**src/rtl/divide_iter.sv**
```systemverilog
// divide_iter: iterative signed fixed-point divider.
// Computes (dividend << QUANTIZED_BITS) / divisor with a restoring
// divider that retires one quotient bit per clock, then sign-corrects and
// saturates the result to DATA_WIDTH bits.
//
// Ports:
//   clock, reset        rising-edge clock, async active-low reset
//   valid_in/ready_in   operand handshake (ready only in IDLE)
//   dividend, divisor   signed Q-format operands
//   id_in / id_out      opaque tag carried with the operation
//   valid_out/ready_out result handshake, result held until accepted
//   quotient            signed, saturated quotient
//   remainder           signed remainder of the unsaturated division
//   div_by_zero         divisor was zero
//   overflow            quotient was clamped to the signed range
//
// state | meaning
// IDLE  | waiting for operands, ready_in high
// CALC  | one restoring step per edge, then a final sign/saturate edge
// DONE  | result registered and held until ready_out
module divide_iter #(
   parameter int DATA_WIDTH     = 16,
   parameter int QUANTIZED_BITS = 8,
   parameter int ID_WIDTH       = 4
) (
   input  logic                  clock,
   input  logic                  reset,
   input  logic                  valid_in,
   output logic                  ready_in,
   input  logic [DATA_WIDTH-1:0] dividend,
   input  logic [DATA_WIDTH-1:0] divisor,
   input  logic [ID_WIDTH-1:0]   id_in,
   output logic                  valid_out,
   input  logic                  ready_out,
   output logic [DATA_WIDTH-1:0] quotient,
   output logic [DATA_WIDTH-1:0] remainder,
   output logic                  div_by_zero,
   output logic                  overflow,
   output logic [ID_WIDTH-1:0]   id_out
);

   localparam int W  = DATA_WIDTH;
   localparam int NW = DATA_WIDTH + QUANTIZED_BITS;
   localparam int CW = $clog2(NW + 1);

   localparam logic [W-1:0]  ONE_W   = {{(W-1){1'b0}}, 1'b1};
   localparam logic [W-1:0]  SAT_MAX = {1'b0, {(W-1){1'b1}}};
   localparam logic [W-1:0]  SAT_MIN = {1'b1, {(W-1){1'b0}}};
   localparam logic [NW-1:0] POS_LIM = {{(NW-W+1){1'b0}}, {(W-1){1'b1}}};
   localparam logic [NW-1:0] NEG_LIM = POS_LIM + {{(NW-1){1'b0}}, 1'b1};

   typedef enum logic [1:0] {S_IDLE, S_CALC, S_DONE} state_t;

   state_t          state_q;
   logic [CW-1:0]   cnt_q;
   logic [NW-1:0]   num_q;      // numerator bits shift out, quotient bits shift in
   logic [W:0]      rem_q;
   logic [W-1:0]    mag_b_q;
   logic            sign_a_q;
   logic            sign_b_q;
   logic [ID_WIDTH-1:0] id_q;

   logic            valid_q;
   logic [W-1:0]    quot_q;
   logic [W-1:0]    rem_out_q;
   logic            dz_out_q;
   logic            ovf_q;
   logic [ID_WIDTH-1:0] id_out_q;

   logic [W-1:0]    mag_a_in;
   logic [W-1:0]    mag_b_in;
   logic [NW-1:0]   num_load;
   logic [W:0]      rem_shift_d;
   logic            rem_ge;
   logic [W:0]      rem_d;
   logic [NW-1:0]   num_d;
   logic            q_neg;
   logic            ovf_d;
   logic [W-1:0]    quot_fin_d;
   logic [W-1:0]    rem_fin_d;

   always_comb begin
      // Two's-complement magnitude; the most negative value maps onto
      // 2^(W-1), which is still exact as an unsigned W-bit number.
      mag_a_in    = dividend[W-1] ? (~dividend + ONE_W) : dividend;
      mag_b_in    = divisor[W-1]  ? (~divisor  + ONE_W) : divisor;
      num_load    = NW'(mag_a_in) << QUANTIZED_BITS;

      rem_shift_d = {rem_q[W-1:0], num_q[NW-1]};
      rem_ge      = rem_shift_d >= {1'b0, mag_b_q};
      rem_d       = rem_ge ? (rem_shift_d - {1'b0, mag_b_q}) : rem_shift_d;
      num_d       = {num_q[NW-2:0], rem_ge};

      q_neg = sign_a_q ^ sign_b_q;
      if (q_neg) begin
         ovf_d      = num_q > NEG_LIM;
         quot_fin_d = ovf_d ? SAT_MIN : (~num_q[W-1:0] + ONE_W);
      end else begin
         ovf_d      = num_q > POS_LIM;
         quot_fin_d = ovf_d ? SAT_MAX : num_q[W-1:0];
      end
      // |remainder| < |divisor| <= 2^(W-1), so the low W bits hold it exactly.
      rem_fin_d = sign_a_q ? (~rem_q[W-1:0] + ONE_W) : rem_q[W-1:0];
   end

   always_ff @(posedge clock or negedge reset) begin
      if (!reset) begin
         state_q   <= S_IDLE;
         cnt_q     <= '0;
         num_q     <= '0;
         rem_q     <= '0;
         mag_b_q   <= '0;
         sign_a_q  <= 1'b0;
         sign_b_q  <= 1'b0;
         id_q      <= '0;
         valid_q   <= 1'b0;
         quot_q    <= '0;
         rem_out_q <= '0;
         dz_out_q  <= 1'b0;
         ovf_q     <= 1'b0;
         id_out_q  <= '0;
      end else begin
         case (state_q)
            S_IDLE: begin
               if (valid_in) begin
                  sign_a_q <= dividend[W-1];
                  sign_b_q <= divisor[W-1];
                  id_q     <= id_in;
                  mag_b_q  <= mag_b_in;
                  num_q    <= num_load;
                  rem_q    <= '0;
                  cnt_q    <= CW'(NW);
                  state_q  <= (divisor == '0) ? S_DONE : S_CALC;
               end
            end
            S_CALC: begin
               if (cnt_q != '0) begin
                  rem_q <= rem_d;
                  num_q <= num_d;
                  cnt_q <= cnt_q - CW'(1);
               end else begin
                  quot_q    <= quot_fin_d;
                  rem_out_q <= rem_fin_d;
                  ovf_q     <= ovf_d;
                  dz_out_q  <= 1'b0;
                  id_out_q  <= id_q;
                  valid_q   <= 1'b1;
                  state_q   <= S_DONE;
               end
            end
            S_DONE: begin
               // DONE without a valid result only happens straight from a
               // zero-divisor accept: publish the fixed result one edge later.
               if (!valid_q) begin
                  quot_q    <= sign_a_q ? SAT_MIN : SAT_MAX;
                  rem_out_q <= '0;
                  dz_out_q  <= 1'b1;
                  ovf_q     <= 1'b0;
                  id_out_q  <= id_q;
                  valid_q   <= 1'b1;
               end else if (ready_out) begin
                  valid_q <= 1'b0;
                  state_q <= S_IDLE;
               end
            end
            default: state_q <= S_IDLE;
         endcase
      end
   end

   assign ready_in    = (state_q == S_IDLE);
   assign valid_out   = valid_q;
   assign quotient    = quot_q;
   assign remainder   = rem_out_q;
   assign div_by_zero = dz_out_q;
   assign overflow    = ovf_q;
   assign id_out      = id_out_q;

endmodule

```
**config.mk**
```make
export PLATFORM = sky130hd
export DESIGN_NAME = divide_iter
export DESIGN_NICKNAME = d
export VERILOG_FILES = /design/src/rtl/divide_iter.sv
export SDC_FILE = /design/constraint.sdc
export NUM_CORES = 1
export LEC_CHECK = 0
export BUFFER_PORTS_ARGS = -buffer_cell sky130_fd_sc_hd__buf_4
export CELL_PAD_IN_SITES_DETAIL_PLACEMENT = 0
export CELL_PAD_IN_SITES_GLOBAL_PLACEMENT = 1
export CORE_MARGIN = 2
export CORE_UTILIZATION = 48
export CTS_CLUSTER_DIAMETER = 120
export DETAILED_ROUTE_END_ITERATION = 8
export GPL_TIMING_DRIVEN = 0
export PLACE_DENSITY = 0.83
export SYNTH_ARGS = -nofsm -noshare
export SYNTH_HDL_FRONTEND = slang
export SYNTH_SLANG_ARGS = --single-unit
```
**constraint.sdc**
```tcl
create_clock -name clock -period 6.16 [get_ports clock]
set_input_delay 1.232 -clock clock [delete_from_list [all_inputs] [get_ports clock]]
set_output_delay 1.232 -clock clock [all_outputs]
set_load 0.05 [all_outputs]
```
* After elaboration in Yosys (flattened, before gate mapping)
Index checks and enable logic that the tools add are counted.
** Operators by class
- Mux-type cells :: 43
- Magnitude comparators :: 3
- Bitwise operators :: 5
- Add/sub/neg operators :: 6
- Equal/unequal tests :: 8
- Reductions and logical operators :: 10
** Operators by type and width (count)
- $mux W16 :: 14
- $pmux W16 S2 :: 3
- $add A16 B1 Y16 const B :: 4
- $not A16 Y16 :: 4
- $mux W24 :: 2
- $pmux W24 S2 :: 1
- $gt A24 B15 Y1 const B :: 1
- $gt A24 B16 Y1 const B :: 1
- $ge A17 B16 Y1 :: 1
- $logic_not A16 Y1 :: 1
- $sub A16 B16 Y16 :: 1
- $ne A2 B2 Y1 const B :: 6
- $mux W2 :: 5
- $mux W5 :: 2
- $pmux W5 S2 :: 1
- $mux W1 :: 8
- $mux W4 :: 2
- $pmux W4 S2 :: 1
- $pmux W1 S2 :: 3
- $pmux W2 S3 :: 1
- $reduce_and A3 Y1 :: 2
- $reduce_bool A5 Y1 :: 1
- $sub A5 B1 Y5 const B :: 1
- $reduce_and A2 Y1 :: 2
- other kinds (6) :: 7
** Storage, ports and cells
- Flip-flop bits (word level) :: 108

* Depth between registers and ports, before layout
- Depth after elaboration :: 6
- Depth in mapped cells :: 10

* Worst setup path before layout
No wires, ideal clock.
- Path type :: input to register
- Start :: in divisor[3]
- End :: reg mag_b_q[14]
- Path slack :: 3.295 ns
- Arrival :: 2.730 ns
- Data required time :: 6.025 ns
- Stages :: 5
- Cell sequence :: or4_4 or4_4 o41ai_2 xor2_1 o21ai_0
** On the way
- Word-level cells in the longest chain between the ends :: 3
** RTL lines
- start, declared :: line 31 : input logic [DATA_WIDTH-1:0] divisor,
- $not A16 Y16 :: line 86 : mag_b_in = divisor[W-1] ? (~divisor + ONE_W) : divisor;
- $add A16 B1 Y16 :: line 86
- $mux W16 :: line 86
- end signal, assigned :: line 129 : mag_b_q <= mag_b_in;
- end, declared :: line 58 : logic [W-1:0] mag_b_q;
Every way passes these cells.
A chain may end at the register's enable or synchronous reset.

* Final worst setup path
- Start :: reg num_q[23]
- End :: reg rem_q[14]
** On the way
- Word-level cells in the longest chain between the ends :: 4
** RTL lines
- start, declared :: line 56 : logic [NW-1:0] num_q;
- start signal, assigned :: line 130 : num_q <= num_load;
- start signal, assigned :: line 139 : num_q <= num_d;
- $sub A16 B16 Y16 / $ge A17 B16 Y1 (equally long branches) :: line 91, 90
- $mux W16 (*) :: line 91 : rem_d = rem_ge ? (rem_shift_d - {1'b0, mag_b_q}) : rem_shift_d;
- $mux W16 (*) :: line 137 : if (cnt_q != '0) begin
- $pmux W16 S2 (*) :: line 123 : case (state_q)
- end signal, assigned :: line 138 : rem_q <= rem_d;
- end, declared :: line 57 : logic [W:0] rem_q;
Every way passes the cells marked *; elsewhere a longest branch is shown, timed or not. The select of a mux whose other input is x is not followed.

==> flow_summary_export.csv <==
group,metric,value,unit
outcome,status,"completed",
layout,mostFrequentLayoutCells,"146 x nand2_1, 108 x dfrtp_1, 88 x o21ai_0, 80 x buf_4, 52 x nor2_1",
routing,num_vias,6468,
clock_tree,holdBufCountCts,0,
sta,setup_tns,0,ns
yosys,synth-edff-count,0,
layout,num-nets-final,986,
sta,maxSlewViolCount,0,
layout,syn_to_final_growth,16.4,%
clock_tree,clkLatencyLatePin,0.36,ns
clock_tree,root_buffer,"clkbuf_16",
floorplanning,num_rows,43,
layout,fin_util,0.576,
routing,vias_per_cell,5.84,
yosys,ys.flop_type,"dfrtp_1",
floorplanning,die_w,124,um
sta,worst_pin_slew,0.775,ns
min_path,hold_class,"reg2reg",
routing,ant_nets,0,
yosys,synth_warnings,0,
placement,gp_congestion,0.879,
clock_tree,ctsHtreeMaxLevel,3,
routing,routed_wl,19700,um
yosys,yosysTopAreaCell,"dfrtp_1",
placement,dp_hpwl,15300,um
run,maxCapViolations,0,
grt,grt_pass1_wl,31800,um
sta,rsz0062_at_grt,"no",
floorplanning,start_util,0.495,
routing,drc,0,
sta,finalClockSkew,0.00660,ns
clock_tree,path_clk_slew,0.07,ns
clock_tree,ctsResizeCount,0,
power_and_ir_drop,powerDensity,622,nW/um2
setup_path,cp-end-kind,"flop",
floorplanning,die_area,15400,um2
yosys,syn_area,6930,um2
sta,fmax,335,MHz
setup_path,worstSetupPathType,"reg2reg",
floorplanning,ioPinCount,80,
grt,antenna_found_initial,0,
sta,fin_crit,2.98,ns
setup_path,startpoint_type,"flop",
clock_tree,cts_buffer_depth,2,
floorplanning,die_h,124,um
sta,setup_viol,0,
sta,slew-limit-headroom,0.481,
yosys,avgSynthCellArea,8.33,um2
routing,firstDrtPassIters,7,
yosys,synth_area_leaders,"dfrtp_1 39%, nand2_1 7.9%, o21ai_0 6.4%",
yosys,synth_top_area_frac,0.390,
grt,grt_overflow_total,0,
clock_tree,cts_buffers,9,
clock_tree,post_cts_buffers,0,
yosys,postSynthCellCount,832,
power_and_ir_drop,p_leak,0.00356,uW
min_path,holdPathStages,2,
routing,drt-initial-drc-count,464,
layout,mostFrequentLayoutCell,"nand2_1",
setup_path,worstPathRequired,6.39,ns
yosys,synth_cell_types,69,
grt,track_usage,0.265,
sta,hold_viol,0,
sta,fin_crit_sh,0.484,
grt,grt_pass1_vias,6247,
grt,grt_max_degree,109,
yosys,syn_nets,895,
yosys,synth-seq-cells,108,
layout,drive_gt1_frac,0.125,
clock_tree,cts_sinks,108,
layout,diodes,0,
placement,portBuffers,79,
yosys,synth-seq-area-share,0.390,
setup_path,rr_worst_depth,10,
floorplanning,coreArea,14000,um2
power_and_ir_drop,ir_worst_vdd,437,uV
clock_tree,cts_tree,"yes",
setup_path,worst_ep_arrival_time,3.21,ns
setup_path,cp_max_fo,4,
yosys,async_flop_share,1.00,
routing,wl_per_cell,17.8,um
worst paths after layout:
path | from | endpoint | slack, ns
setup / recovery | num_q[23]$_DFFE_PN0P_ | rem_q[14]$_DFFE_PN0P_ | 3.18
setup reg to reg | num_q[23]$_DFFE_PN0P_ | rem_q[14]$_DFFE_PN0P_ | 3.18
min in group asynchronous | reset | rem_q[2]$_DFFE_PN0P_ | 0.72
max in group asynchronous | reset | num_q[22]$_DFFE_PN0P_ | 4.75
hold reg to reg | id_out[1]$_DFFE_PN0P_ | id_out[1]$_DFFE_PN0P_ | 0.47
hold / removal | id_out[1]$_DFFE_PN0P_ | id_out[1]$_DFFE_PN0P_ | 0.47
critical path, cell delays in order, from the launching register on:
cell	delay [ns]
dfrtp_1	0.39
inv_1	0.16
ha_1	0.19
inv_1	0.05
fa_1	0.39
a21o_1	0.20
a221oi_1	0.66
o21a_1	0.25
o311ai_0	0.26
o211ai_1	0.19
o211ai_1	0.11
metal layers:
| metal | vias to the layer above | global-route usage | share of wire |
|---|---|---|---|
| li1 | 3163 | - | - |
| met1 | 3119 | 0.388 | 0.48 |
| met2 | 168 | 0.417 | 0.45 |
| met3 | 18 | 0.0398 | 0.056 |
| met4 | 0 | 0.0597 | 0.013 |
| met5 | - | 0 | 0 |
sequential cells by signal (all words and copies together) (netlist names), 2 cells and up:
register	flops
id_q	4
state_q	2
remainder	16
quotient	16
num_q	24
cnt_q	5
mag_b_q	16
rem_q	16
id_out	4
cells in the mapped netlist, drive strengths merged (6+ instances only):
master  instances
nand2         146
dfrtp         108
o21ai          89
nor2           54
a21oi          40
clkbuf         37
nand3          37
xor2           35
inv            31
ha             22
o211ai         19
nor3           18
xnor2          18
o31ai          13
or3            11
nand2b         10
a21o            9
mux2i           9
nor4            9
or4             8
a221o           7
a31oi           7
buf             7
nand4           6
o311ai          6
o41ai           6
final cells by class:
class | count | area, um2
sequential | 108 | 2700
multi-input combinational | 649 | 3930
buffer | 44 | 176
inverter | 31 | 116
clock inverter | 4 | 51.3
clock buffer | 11 | 233
timing repair buffer | 80 | 624
tap | 180 | 225
fill | 1325 | 5930
report_power, final:
| part | switching [uW] | total, uW | internal (uW) |
|---|---|---|---|
| Combinational | 1970 | 3070 | 1100 |
| Sequential | 334 | 1360 | 1030 |
| Clock | 265 | 579 | 314 |
through the flow:
| stage | hold WS [ns] | total power (uW) | instance area (um2) | setup WS (ns) | instances |
|---|---|---|---|---|---|
| finish | 0.471 | 5010 | 8060 | 3.18 | 1107 |
| global route | 0.502 | 5420 | 8060 | 3.00 | 1107 |
| CTS | 0.474 | 4980 | 8030 | 3.20 | 1106 |
| detailed placement | 0.459 | 4400 | 7750 | 2.84 | 1091 |
| global placement | 0.454 | 4320 | 7750 | 2.90 | 1091 |
| floorplan | 0.446 | 3510 | 6930 | 3.29 | 832 |
logic make-up (layout without fill, tap and decap cells):
family          count (synthesis)  after routing  share of synthesized area
simple gates                  326            326                      0.223
flops                         108            108                      0.390
buf+inv                        75            170                     0.0423
compound gates                237            237                      0.221
xor+xnor                       53             53                     0.0670
fa+ha+maj                      23             23                     0.0426
mux                            10             10                     0.0146
No activity file was read; power rests on OpenSTA's default activity.
